File: config.mk
export PLATFORM = sky130hd
export DESIGN_NAME = sobel_edge_engine
export DESIGN_NICKNAME = d
export VERILOG_FILES = /design/src/rtl/sobel_pkg.sv /design/src/rtl/buffer_handshake_agent.sv /design/src/rtl/sobel_edge_engine.sv
export SDC_FILE = /design/constraint.sdc
export NUM_CORES = 1
export LEC_CHECK = 0
export ABC_AREA = 1
export ABC_CLOCK_PERIOD_IN_PS = 4200
export BUFFER_PORTS_ARGS = -buffer_cell sky130_fd_sc_hd__buf_2
export CAP_MARGIN = 40
export CORE_MARGIN = 4
export CORE_UTILIZATION = 37
export CTS_CLUSTER_DIAMETER = 200
export DETAILED_ROUTE_END_ITERATION = 16
export MAX_ROUTING_LAYER = met4
export SLEW_MARGIN = 30
export SYNTH_ARGS = -nofsm -noshare
export SYNTH_HDL_FRONTEND = slang
export SYNTH_HIERARCHICAL = 1
export SYNTH_SLANG_ARGS = --single-unit
File: constraint.sdc
create_clock -name sobel_clk -period 4.2 [get_ports sobel_clk]
set_input_delay 0.42 -clock sobel_clk [delete_from_list [all_inputs] [get_ports sobel_clk]]
set_output_delay 0.42 -clock sobel_clk [all_outputs]
set_load 0.02 [all_outputs]
File: src/rtl/sobel_pkg.sv
// Shared constants, agent state encoding and arithmetic helpers
// for the Sobel edge engine.
package sobel_pkg;

  localparam int PX_W   = 15;
  localparam int THR_W  = 14;
  localparam int GRAD_W = 18;
  localparam int MAG_W  = 19;

  localparam logic [PX_W-1:0] PX_MAX = 15'h7FFF;

  typedef enum logic [1:0] {
    IDLE,
    REQ,
    GRANT,
    REL
  } agent_state_e;

  // Unsigned pixel widened into the signed gradient domain
  function automatic logic signed [GRAD_W-1:0] px_ext(
    input logic [PX_W-1:0] p
  );
    return $signed({{(GRAD_W-PX_W){1'b0}}, p});
  endfunction

  // Absolute value; the gradient range never reaches the minimum code
  function automatic logic [GRAD_W-1:0] grad_abs(
    input logic signed [GRAD_W-1:0] g
  );
    return g[GRAD_W-1] ? GRAD_W'(-g) : GRAD_W'(g);
  endfunction

endpackage

File: src/rtl/buffer_handshake_agent.sv
// Req/ack handshake agent claiming one shared frame buffer.
// State, request and grant are all registered.
import sobel_pkg::*;

module buffer_handshake_agent (
  input  logic clk,
  input  logic rst_n,
  input  logic enable_i,
  input  logic ack_i,
  output logic rq_o,
  output logic granted_o
);

  agent_state_e state_q;
  logic         rq_q;
  logic         granted_q;

  // Request/grant sequencing; losing enable in REQ beats a late ack
  always_ff @(posedge clk or negedge rst_n) begin
    if (!rst_n) begin
      state_q   <= IDLE;
      rq_q      <= 1'b0;
      granted_q <= 1'b0;
    end else begin
      unique case (state_q)
        IDLE: begin
          if (enable_i) begin
            state_q <= REQ;
            rq_q    <= 1'b1;
          end
        end
        REQ: begin
          if (!enable_i) begin
            state_q <= IDLE;
            rq_q    <= 1'b0;
          end else if (ack_i) begin
            state_q   <= GRANT;
            granted_q <= 1'b1;
          end
        end
        GRANT: begin
          if (!enable_i) begin
            state_q   <= REL;
            rq_q      <= 1'b0;
            granted_q <= 1'b0;
          end
        end
        REL: begin
          if (!ack_i) begin
            state_q <= IDLE;
          end
        end
        default: begin
          state_q   <= IDLE;
          rq_q      <= 1'b0;
          granted_q <= 1'b0;
        end
      endcase
    end
  end

  assign rq_o      = rq_q;
  assign granted_o = granted_q;

endmodule

File: src/rtl/sobel_edge_engine.sv
// Two-stage Sobel gradient magnitude engine behind two buffer agents.
// Define SOBEL_BINARIZE_EN for thresholded (binary) edge output.
import sobel_pkg::*;

module sobel_edge_engine (
  input  logic             sobel_clk,
  input  logic             reset,
  input  logic             enable,
  input  logic             ack_read,
  output logic             rq_read,
  output logic             reading,
  input  logic             ack_write,
  output logic             rq_write,
  output logic             writing,
  output logic             ready,
  input  logic             in_valid,
  input  logic [PX_W-1:0]  px_0,
  input  logic [PX_W-1:0]  px_1,
  input  logic [PX_W-1:0]  px_2,
  input  logic [PX_W-1:0]  px_3,
  input  logic [PX_W-1:0]  px_5,
  input  logic [PX_W-1:0]  px_6,
  input  logic [PX_W-1:0]  px_7,
  input  logic [PX_W-1:0]  px_8,
  input  logic [THR_W-1:0] threshold,
  output logic             out_valid,
  output logic [PX_W-1:0]  out_px
);

  buffer_handshake_agent u_rd_agent (
    .clk       (sobel_clk),
    .rst_n     (reset),
    .enable_i  (enable),
    .ack_i     (ack_read),
    .rq_o      (rq_read),
    .granted_o (reading)
  );

  buffer_handshake_agent u_wr_agent (
    .clk       (sobel_clk),
    .rst_n     (reset),
    .enable_i  (enable),
    .ack_i     (ack_write),
    .rq_o      (rq_write),
    .granted_o (writing)
  );

  assign ready = reading & writing;

  logic                     accept;
  logic signed [GRAD_W-1:0] gx_d, gy_d;
  logic signed [GRAD_W-1:0] gx_q, gy_q;
  logic                     v1_q;
  logic [MAG_W-1:0]         mag;
  logic [PX_W-1:0]          res_d;
  logic                     out_valid_q;
  logic [PX_W-1:0]          out_px_q;

  assign accept = in_valid & ready;

  // Stage 1 kernels: Gx right minus left, Gy bottom minus top
  always_comb begin
    gx_d = (px_ext(px_2) + (px_ext(px_5) <<< 1) + px_ext(px_8))
         - (px_ext(px_0) + (px_ext(px_3) <<< 1) + px_ext(px_6));
    gy_d = (px_ext(px_6) + (px_ext(px_7) <<< 1) + px_ext(px_8))
         - (px_ext(px_0) + (px_ext(px_1) <<< 1) + px_ext(px_2));
  end

  // Stage 2 L1 magnitude and output shaping
  always_comb begin
    mag = {1'b0, grad_abs(gx_q)} + {1'b0, grad_abs(gy_q)};
`ifdef SOBEL_BINARIZE_EN
    res_d = (mag >= MAG_W'(threshold)) ? PX_MAX : '0;
`else
    res_d = (mag > MAG_W'(PX_MAX)) ? PX_MAX : mag[PX_W-1:0];
`endif
  end

`ifndef SOBEL_BINARIZE_EN
  logic unused_threshold;
  assign unused_threshold = ^threshold;
`endif

  // Pipeline registers; valid advances every cycle regardless of ready
  always_ff @(posedge sobel_clk or negedge reset) begin
    if (!reset) begin
      v1_q        <= 1'b0;
      gx_q        <= '0;
      gy_q        <= '0;
      out_valid_q <= 1'b0;
      out_px_q    <= '0;
    end else begin
      v1_q        <= accept;
      out_valid_q <= v1_q;
      if (accept) begin
        gx_q <= gx_d;
        gy_q <= gy_d;
      end
      if (v1_q) begin
        out_px_q <= res_d;
      end
    end
  end

  assign out_valid = out_valid_q;
  assign out_px    = out_px_q;

endmodule

-- Word-level counts from Yosys, hierarchy flattened
Cells that the tools add are included.
- bits in registers: 61
- $add $sub $neg: 13
- reduce and logical (&&, ||, !) cells: 14
- eq/ne operators: 20
- bitwise logic cells: 2
- mux-type cells: 23
- order comparisons: 1
- operators with widths (kind ; count):
    $add 17x15->18 ; 4
    $add 15x16->17 ; 4
    $mux 18 ; 2
    $neg 18->18 ; 2
    $sub 18x18->18 ; 2
    $ne 2x2->1 const B ; 12
    $add 18x18->19 ; 1
    $gt 19x15->1 const B ; 1
    $mux 2 ; 8
    $pmux 2 s4 ; 2
    $reduce_and 4->1 ; 4
    $mux 15 ; 1
    $eq 2x2->1 const B ; 4
    $pmux 1 s2 ; 4
    $reduce_bool 2->1 ; 4
    $mux 1 ; 6
    $ne 3x3->1 const B ; 2
    $reduce_and 3->1 ; 2
    $eq 2x1->1 const B ; 2
    $logic_not 2->1 ; 2
    $reduce_or 2->1 ; 2
    $and 1x1->1 ; 2

-- Longest topological paths before layout
Gate-level depths: netlist of the first run.
- word-level depth: 5
- gate-level depth with buffers: 23
- mapped depth without buffers: 22

-- Hierarchy
Netlist of the first run, hierarchy kept.
- modules (own cells, without submodules) (module ; area each (um2) ; cells each ; instances ; sequential area each (um2)):
    sobel_edge_engine ; 8045.2 ; 1019 ; 1 ; 1326.3
    buffer_handshake_agent ; 334.1 ; 45 ; 2 ; 100.1

-- Least setup slack after synthesis of the first run
Ideal clock, no wire load.
- path type: input port to flip-flop
- from: input px_1[1]
- to: register gy_q[9]
- arrival: 3.433 ns
- library setup time: 0.118 ns
- setup slack: 0.649 ns
- path buffers: 0
- stages: 16
- cell sequence: inv_1 -> fa_1 -> fa_1 -> fa_1 -> inv_1 -> fa_1 -> inv_1 -> nand2_1 -> o21ai_0 -> a21boi_0 -> nor2_1 -> o21ai_0 -> nand2_1 -> nand2_1 -> nand3_1 -> nand2_1
- longest elaborated chain between the ends: 3
- ends and longest elaborated chain (element ; line ; RTL):
    start: declaration ; sobel_edge_engine.sv:18 ; input logic [PX_W-1:0] px_1,
    $add 15x16->17 ; sobel_edge_engine.sv:66 ; - (px_ext(px_0) + (px_ext(px_1) <<< 1) + px_ext(px_2));
    $add 17x15->18 ; sobel_edge_engine.sv:66 ;
    $sub 18x18->18 ; sobel_edge_engine.sv:66 ;
    end signal: assignment ; sobel_edge_engine.sv:97 ; gy_q <= gy_d;
    end: declaration ; sobel_edge_engine.sv:52 ; logic signed [GRAD_W-1:0] gx_q, gy_q;
Every way passes these cells.
A chain may end at the register's enable or synchronous reset.

-- Worst setup path in the final report of the first run
- from: input px_0[2]
- to: register gy_q[17]
- longest elaborated chain between the ends: 3
- ends and longest elaborated chain (element ; line ; RTL):
    start: declaration ; sobel_edge_engine.sv:17 ; input logic [PX_W-1:0] px_0,
    $add 15x16->17 ; sobel_edge_engine.sv:66 ;
    $add 17x15->18 ; sobel_edge_engine.sv:66 ;
    $sub 18x18->18 ; sobel_edge_engine.sv:66 ;
Every way passes these cells.

==> results.md, run 1 <==
| Step | Quantity | Reported |
| --- | --- | --- |
| placed design | PortBufs | 146 |
| global routing | Met1 routing resource usage after global routing | 21.8% |
| critical path | WP data arrival | 3860 ps |
| placed design | Weighted congestion at the end of routability-driven global placement | 0.914 |
| synth | Number of distinct library cell variants in the gate-level netlist after synthesis | 35 |
| pwr | Worst IR Drop VDD | 354 uV |
| flow run | Number of max-cap violations | 0 |
| critical path | Worst path required time | 4400 ps |
| cells and area | Sequential standard cell area | 1530 um2 |
| timing | Fin worst setup slack | 544 ps |
| route | Residual DRC count | 0 |
| timing | Crit path time final | 3660 ps |
| timing | Setup repair after global routing missed its margin | false |
| route | Final Routed Wirelength | 20500 um |
| cells and area | Net count of the finished layout | 1592 |
| global routing | Global router's overall resource usage | 16.9% |
| pwr | PD cells | 895 nW/um2 |
| route | Avg Vias per Cell | 4.66 |
| global routing | Total congestion overflow | 0 |
| synth | Mean post-synth cell area | 7.86 um2 |
| clock network | Number of setup buffers added after CTS | 0 |
| clock network | CTS tree | yes |
| critical path | Buffers and inverters on the worst path | 5 |
| synth | Number of enable flip-flop cells after synthesis | 0 |
| clock network | Number of clock sinks | 61 |
| clock network | Quantity of hold-fixing buffers added after cts | 0 |
| floorplan | Rows | 55 |
| critical path | Top fanout value on the critical path | 3 |
| synth | Gate count of the mapped netlist | 1109 |
| route | Post-DR wirelength/cell | 13.0 um |
| cells and area | Fraction of layout cells with a size suffix above 1 | 15.2% |
| cells and area | Layout overhead on the synthesized area | 16.3% |
| timing | Count of final hold-check violations | 0 |
| global routing | Global-route wire length before repair | 35700 um |
| global routing | GRT Max-Usage Layer | met2 |
| clock network | Clock Pin Slew Worst Setup and Hold Paths | 50 ps |
| global routing | Met3 track demand over resource | 2.19% |
| cells and area | Commonest non-fill, non-tap cells in the layout | nand2_1 (233), inv_1 (209), buf_2 (146) |
| synth | Post-synthesis cell area | 8710 um2 |
| critical path | Crit path max-delay family | adder cells |
| global routing | Via count of the first global-routing pass | 7696 |
| critical path | Type of the worst setup path | in -> reg |
| global routing | Maximum number of pins on one net before global-route repair | 62 |
| synth | Most area-hungry cell type in the Yosys netlist | fa_1 |
| floorplan | Initial Utilization | 38.0% |
| clock network | Number of clock buffers inserted by TritonCTS | 9 |
| floorplan | Top-level port count | 161 |
| floorplan | Die Wd | 161 um |
| synth | Yosys Warn Count | 6 |
| timing | Maximum clock skew at final layout | 8.38 ps |
| clock network | Cts repair resizes | 0 |
| cells and area | Area occupied by multi-input gates | 6340 um2 |
| timing | Max Clk Rate | 273 MHz |
| clock network | CTS Buffer Depth | 2 |
| timing | Number of slew-limit violations in the final report | 0 |
| synth | Largest cells by area after synthesis | fa_1 (27%), dfrtp_1 (18%), ha_1 (10%) |
| floorplan | Area of the placeable core | 22900 um2 |
| cells and area | N_diodes | 0 |
| timing | Fin Setup TNS | 0 ps |
| critical path | Slowest cell on crit path | fa_1 |
| outcome | Outcome | complete, no violations |
| floorplan | Die ar. | 26100 um2 |
| placed design | Post-DP HPWL | 17800 um |
| timing | Slew of the pin with the lowest slew margin | 663 ps |
| floorplan | Die H | 161 um |
| pwr | Leakage power total | 5.30 nW |
| cells and area | Fill cell count | 2387 |
| clock network | Clk Tree Root Cell | clkbuf_16 |
| cells and area | Most common library cell in the layout ignoring fill and taps | nand2_1 |
| global routing | Initial antenna violation count | 0 |
| global routing | GR Layer Usage met2 | 28.8% |
| synth | Commonest register cell after synthesis | dfrtp_1 |
| worst hold path | Min-Delay Path Class | in -> async |
| clock network | H-tree depth | 3 |
| route | Starting DRC count in detailed routing | 408 |
| synth | Net count after synthesis | 1438 |
| route | Drt pass-1 iters | 5 |
| critical path | Launching element type of the critical path | input pin |
| route | Via total after detailed routing | 7370 |
| synth | Register bit count reported by yosys | 61 |
| timing | Count of endpoints failing setup in the final report | 0 |
| critical path | Critical path cell sequence | buf_2 > inv_1 > fa_1 > fa_1 > fa_1 > inv_1 > fa_1 > inv_1 > nand2_1 > o21ai_0 > a21boi_0 > inv_1 > nand2_1 > nand2_1 > nand3_1 > nand2_1 > o21ai_0 |
| timing | Remaining max-slew budget at the tightest pin | 55.8% |
| timing | Final worst-path cycle share | 87.1% |
| synth | Part of the Yosys area used for sequential elements | 17.5% |
| critical path | Max stage delay on crit path | 600 ps |
| critical path | Kind of end point of the critical path | flop |
| placed design | Worst slack, placed | 245 ps |
| route | Antenna-violating nets left | 0 |
| synth | Area share of the leading cell type in the synthesized netlist | 27.3% |
| clock network | Latest clock arrival within the worst-skew pair | 340 ps |
| synth | Fraction of registers with async set or reset after synthesis | 100% |
==> Yosys cell counts (3+ instances only) <==
library cell / instances
a31oi_1: 5
ha_1: 70
inv_1: 209
nor2_1: 99
nand3_1: 59
o31ai_1: 5
xor2_1: 37
nor4_1: 6
nand3_2: 3
nand2_2: 5
o21a_1: 3
a21oi_1: 65
nor3_1: 11
nand3b_1: 8
or2_2: 8
fa_1: 119
o21ai_0: 51
nand2_1: 233
a21boi_0: 3
xnor2_1: 8
nand4_1: 8
dfrtp_1: 61
o21ai_1: 4
o22ai_1: 4
nor3_2: 3
clkbuf_1: 10
==> sequential cells by signal (all words and copies together) (netlist names), named ones only <==
| name | flops |
|---|---|
| gx_q | 18 |
| out_px | 15 |
| u_rd_agent/state_q | 1 |
| gy_q | 18 |
| out_valid | 1 |
| u_wr_agent/rq_o | 1 |
| u_rd_agent/granted_o | 1 |
| u_wr_agent/granted_o | 1 |
| u_wr_agent/state_q | 1 |
| u_rd_agent/rq_o | 1 |
| v1_q | 1 |
==> power breakdown <==
group          internal (W)  switching (W)  total (W)  leakage (nW)
registers          0.000844       0.000228    0.00107         0.706
logic               0.00271        0.00464    0.00734          4.46
clock network      0.000410       0.000252   0.000662         0.129
total               0.00396        0.00512    0.00907          5.30
==> metrics by stage <==
step / cells / power [W] / cell area (um2) / util (%) / hold slack [ps]
final: 1580 / 0.00907 / 10100 / 44.2 / 49.2
after global routing: 1580 / 0.0103 / 10100 / 44.2 / 65.6
after CTS: 1579 / 0.00913 / 10100 / 44.1 / 284
after detailed placement: 1564 / 0.00840 / 9850 / 43.0 / 481
after global placement: 1563 / 0.00833 / 9840 / 42.9 / 473
after floorplan: 1109 / 0.00665 / 8710 / - / 124
==> area by class of cell <==
type | instances | share of cell area (%)
multi-input cells | 824 | 62.5
flip-flops and latches | 61 | 15.1
repair buffers | 156 | 8.15
inverters | 211 | 7.81
well taps | 313 | 3.86
clock buffers | 13 | 2.47
clock inverters | 2 | 0.0988
==> final timing paths <==
check                                start               endpoint  slack, ps  cells after the start
min in group sobel_clk           ack_write  u_wr_agent/state_q[0]        470                      4
setup / recovery                   px_0[2]               gy_q[17]        540                     17
hold / removal                       reset        u_rd_agent/rq_o         50                      2
hold reg to reg            u_rd_agent/rq_o        u_rd_agent/rq_o        490                      2
max in group asynchronous            reset               gx_q[13]       3640                      3
setup reg to reg                   gy_q[0]              out_px[2]        560                     18
==> worst register-to-register path: stages, from the launching register on <==
cell	delay, ps
dfrtp_1	390
inv_1	130
ha_1	180
nand2_1	80
nor4_1	370
nand2_1	160
nor2_1	230
a31oi_1	140
xor2_1	170
ha_1	450
nand2_1	110
nor2_1	170
nand2_1	90
nor2_1	90
nand2_1	90
nand4_1	100
nand3_1	120
nor2_4	330
a21oi_1	120
==> layer usage <==
metal	up-vias	wire, um
met4	0	319
met5	-	0
met2	170	9860
met3	20	869
li1	3772	-
met1	3408	9420
==> logic make-up after synthesis <==
group | count (synthesis) | synth area share (%)
XOR/XNOR | 45 | 4.52
AO/OA/AOI/OAI | 144 | 8.83
AND/OR/NAND/NOR | 446 | 22.0
adder cells (fa/ha/maj) | 189 | 37.4
buffers and inverters | 224 | 9.74
flip-flops | 61 | 17.5
Note: power is estimated with default switching activity, not from simulation.
==> inputs of run 2 (changes only) <==
CORE_MARGIN = not set   (was 4)
CORE_UTILIZATION = 55   (was 37)
PLACE_DENSITY = 0.79   (was not set)
==> results.md, run 2 (synthesis gave the netlist of run 1 again) <==
| Step | Quantity | Reported | vs previous |
| --- | --- | --- | --- |
| placed design | Weighted congestion at the end of routability-driven global placement | 0.882 | was 0.914 |
| floorplan | Die H | 128 um | was 161 um |
| global routing | Global-route wire length before repair | 34000 um | was 35700 um |
| cells and area | N_diodes | 0 | unchanged |
| global routing | Total congestion overflow | 0 | unchanged |
| floorplan | Die ar. | 16300 um2 | was 26100 um2 |
| timing | Count of endpoints failing setup in the final report | 0 | unchanged |
| floorplan | Initial Utilization | 56.9% | was 38.0% |
| critical path | WP data arrival | 3950 ps | was 3860 ps |
| cells and area | Commonest non-fill, non-tap cells in the layout | nand2_1 (233), inv_1 (209), buf_2 (146) | unchanged |
| clock network | CTS Buffer Depth | 2 | unchanged |
| placed design | Worst slack, placed | 135 ps | was 245 ps |
| route | Antenna-violating nets left | 0 | unchanged |
| cells and area | Fraction of layout cells with a size suffix above 1 | 15.2% | about the same |
| global routing | Initial antenna violation count | 0 | unchanged |
| critical path | Worst path required time | 4410 ps | was 4400 ps |
| placed design | Placed cell area | 9710 um2 | was 9850 um2 |
| floorplan | Top-level port count | 161 | unchanged |
| route | Post-DR wirelength/cell | 13.5 um | was 13.0 um |
| global routing | Maximum number of pins on one net before global-route repair | 33 | was 62 |
| timing | Count of final hold-check violations | 0 | unchanged |
| critical path | Top fanout value on the critical path | 3 | unchanged |
| global routing | Via count of the first global-routing pass | 7650 | was 7696 |
| timing | Number of slew-limit violations in the final report | 0 | unchanged |
| route | Residual DRC count | 0 | unchanged |
| timing | Setup repair after global routing missed its margin | false | unchanged |
| timing | Remaining max-slew budget at the tightest pin | 51.6% | was 55.8% |
| route | Avg Vias per Cell | 5.20 | was 4.66 |
| timing | Slew of the pin with the lowest slew margin | 726 ps | was 663 ps |
| floorplan | Area of the placeable core | 15300 um2 | was 22900 um2 |
| global routing | Global router's overall resource usage | 26.8% | was 16.9% |
| timing | Crit path time final | 3740 ps | was 3660 ps |
| floorplan | Die Wd | 128 um | was 161 um |
| timing | Final worst-path cycle share | 89.0% | was 87.1% |
| clock network | Clk Tree Root Cell | clkbuf_16 | unchanged |
| placed design | Post-DP HPWL | 17000 um | was 17800 um |
| route | Drt pass-1 iters | 5 | unchanged |
| route | Via total after detailed routing | 7665 | was 7370 |
| cells and area | Net count of the finished layout | 1589 | was 1592 |
| critical path | Kind of end point of the critical path | flop | unchanged |
| critical path | Launching element type of the critical path | input pin | unchanged |
| floorplan | Rows | 45 | was 55 |
| flow run | Number of max-cap violations | 0 | unchanged |
| route | Starting DRC count in detailed routing | 448 | was 408 |
| clock network | H-tree depth | 3 | unchanged |
| cells and area | Fraction of the core area covered by cells at the end of the flow | 65.5% | was 44.2% |
| clock network | Clock Pin Slew Worst Setup and Hold Paths | 60 ps | was 50 ps |
| outcome | Outcome | complete, no violations | unchanged |
| timing | Max Clk Rate | 267 MHz | was 273 MHz |
| cells and area | Layout overhead on the synthesized area | 15.1% | was 16.3% |
| clock network | Cts repair resizes | 0 | unchanged |
| clock network | Quantity of hold-fixing buffers added after cts | 0 | unchanged |
| cells and area | Summed area of non-filler cells in the final layout | 10000 um2 | was 10100 um2 |
| clock network | CTS tree | yes | unchanged |
| route | Final Routed Wirelength | 19900 um | was 20500 um |
| timing | Fin Setup TNS | 0 ps | unchanged |
| clock network | Number of clock sinks | 61 | unchanged |
| clock network | Number of setup buffers added after CTS | 0 | unchanged |
| critical path | Type of the worst setup path | in -> reg | unchanged |
| placed design | PortBufs | 146 | unchanged |
| clock network | Latest clock arrival within the worst-skew pair | 330 ps | was 340 ps |
| cells and area | Most common library cell in the layout ignoring fill and taps | nand2_1 | unchanged |
| worst hold path | Min-Delay Path Class | in -> async | unchanged |
| timing | Fin worst setup slack | 461 ps | was 544 ps |
| timing | Maximum clock skew at final layout | 11.8 ps | was 8.38 ps |
| clock network | Number of clock buffers inserted by TritonCTS | 9 | unchanged |
-- run 2: cell types whose count changed in the layout (fill, tap and decap cells not counted), sizes merged --
cell,delta
clkinvlp,+2
bufinv,+2
buf,-3
clkbuf,-4
-- run 2: final timing paths --
check	startpoint	endpoint	slack, ps	cells past startpoint
max in group asynchronous	reset	gy_q[6]	3150	2
worst min-delay path	reset	u_rd_agent/rq_o	140	1
worst min register to register	u_rd_agent/rq_o	u_rd_agent/rq_o	490	2
worst max-delay path	px_2[2]	gy_q[9]	460	17
min in group sobel_clk	ack_read	u_rd_agent/state_q[0]	460	4
worst max register to register	gx_q[0]	out_px[1]	500	18
-- run 2: final cells by class --
type	count	area, um2
Clock buffer	9	225
Clock inverter	6	88.8
Fill cell	1341	5290
Inverter	211	792
Multi-Input combinational cell	824	6340
Sequential cell	61	1530
Tap cell	211	264
Timing Repair Buffer	153	791
-- run 2: through the flow --
stage               hold slack (ps)  cells
floorplan                       124   1109
global placement                466   1459
detailed placement              478   1460
CTS                             160   1475
global route                    206   1475
finish                          140   1475
-- run 2: critical path, cell delays in order --
cell,delay (ps)
buf_2,100
inv_1,60
fa_1,480
fa_1,520
fa_1,610
inv_1,90
fa_1,440
inv_1,90
nand2_1,60
o21ai_0,300
a21boi_0,220
nor2_1,170
o21ai_0,120
nand2_1,90
nand2_1,50
nand3_1,70
nand2_1,60
-- run 2: layer usage --
metal	up-vias	wire length [um]	track usage (%)
met5	-	0	-
met4	0	446	8.79
met3	39	813	2.55
met2	216	9890	46.5
met1	3635	8770	32.9
li1	3775	-	-
Power of run 2 is not shown: default switching activity piles up to over one toggle a cycle in this logic, so the estimate is an artifact.
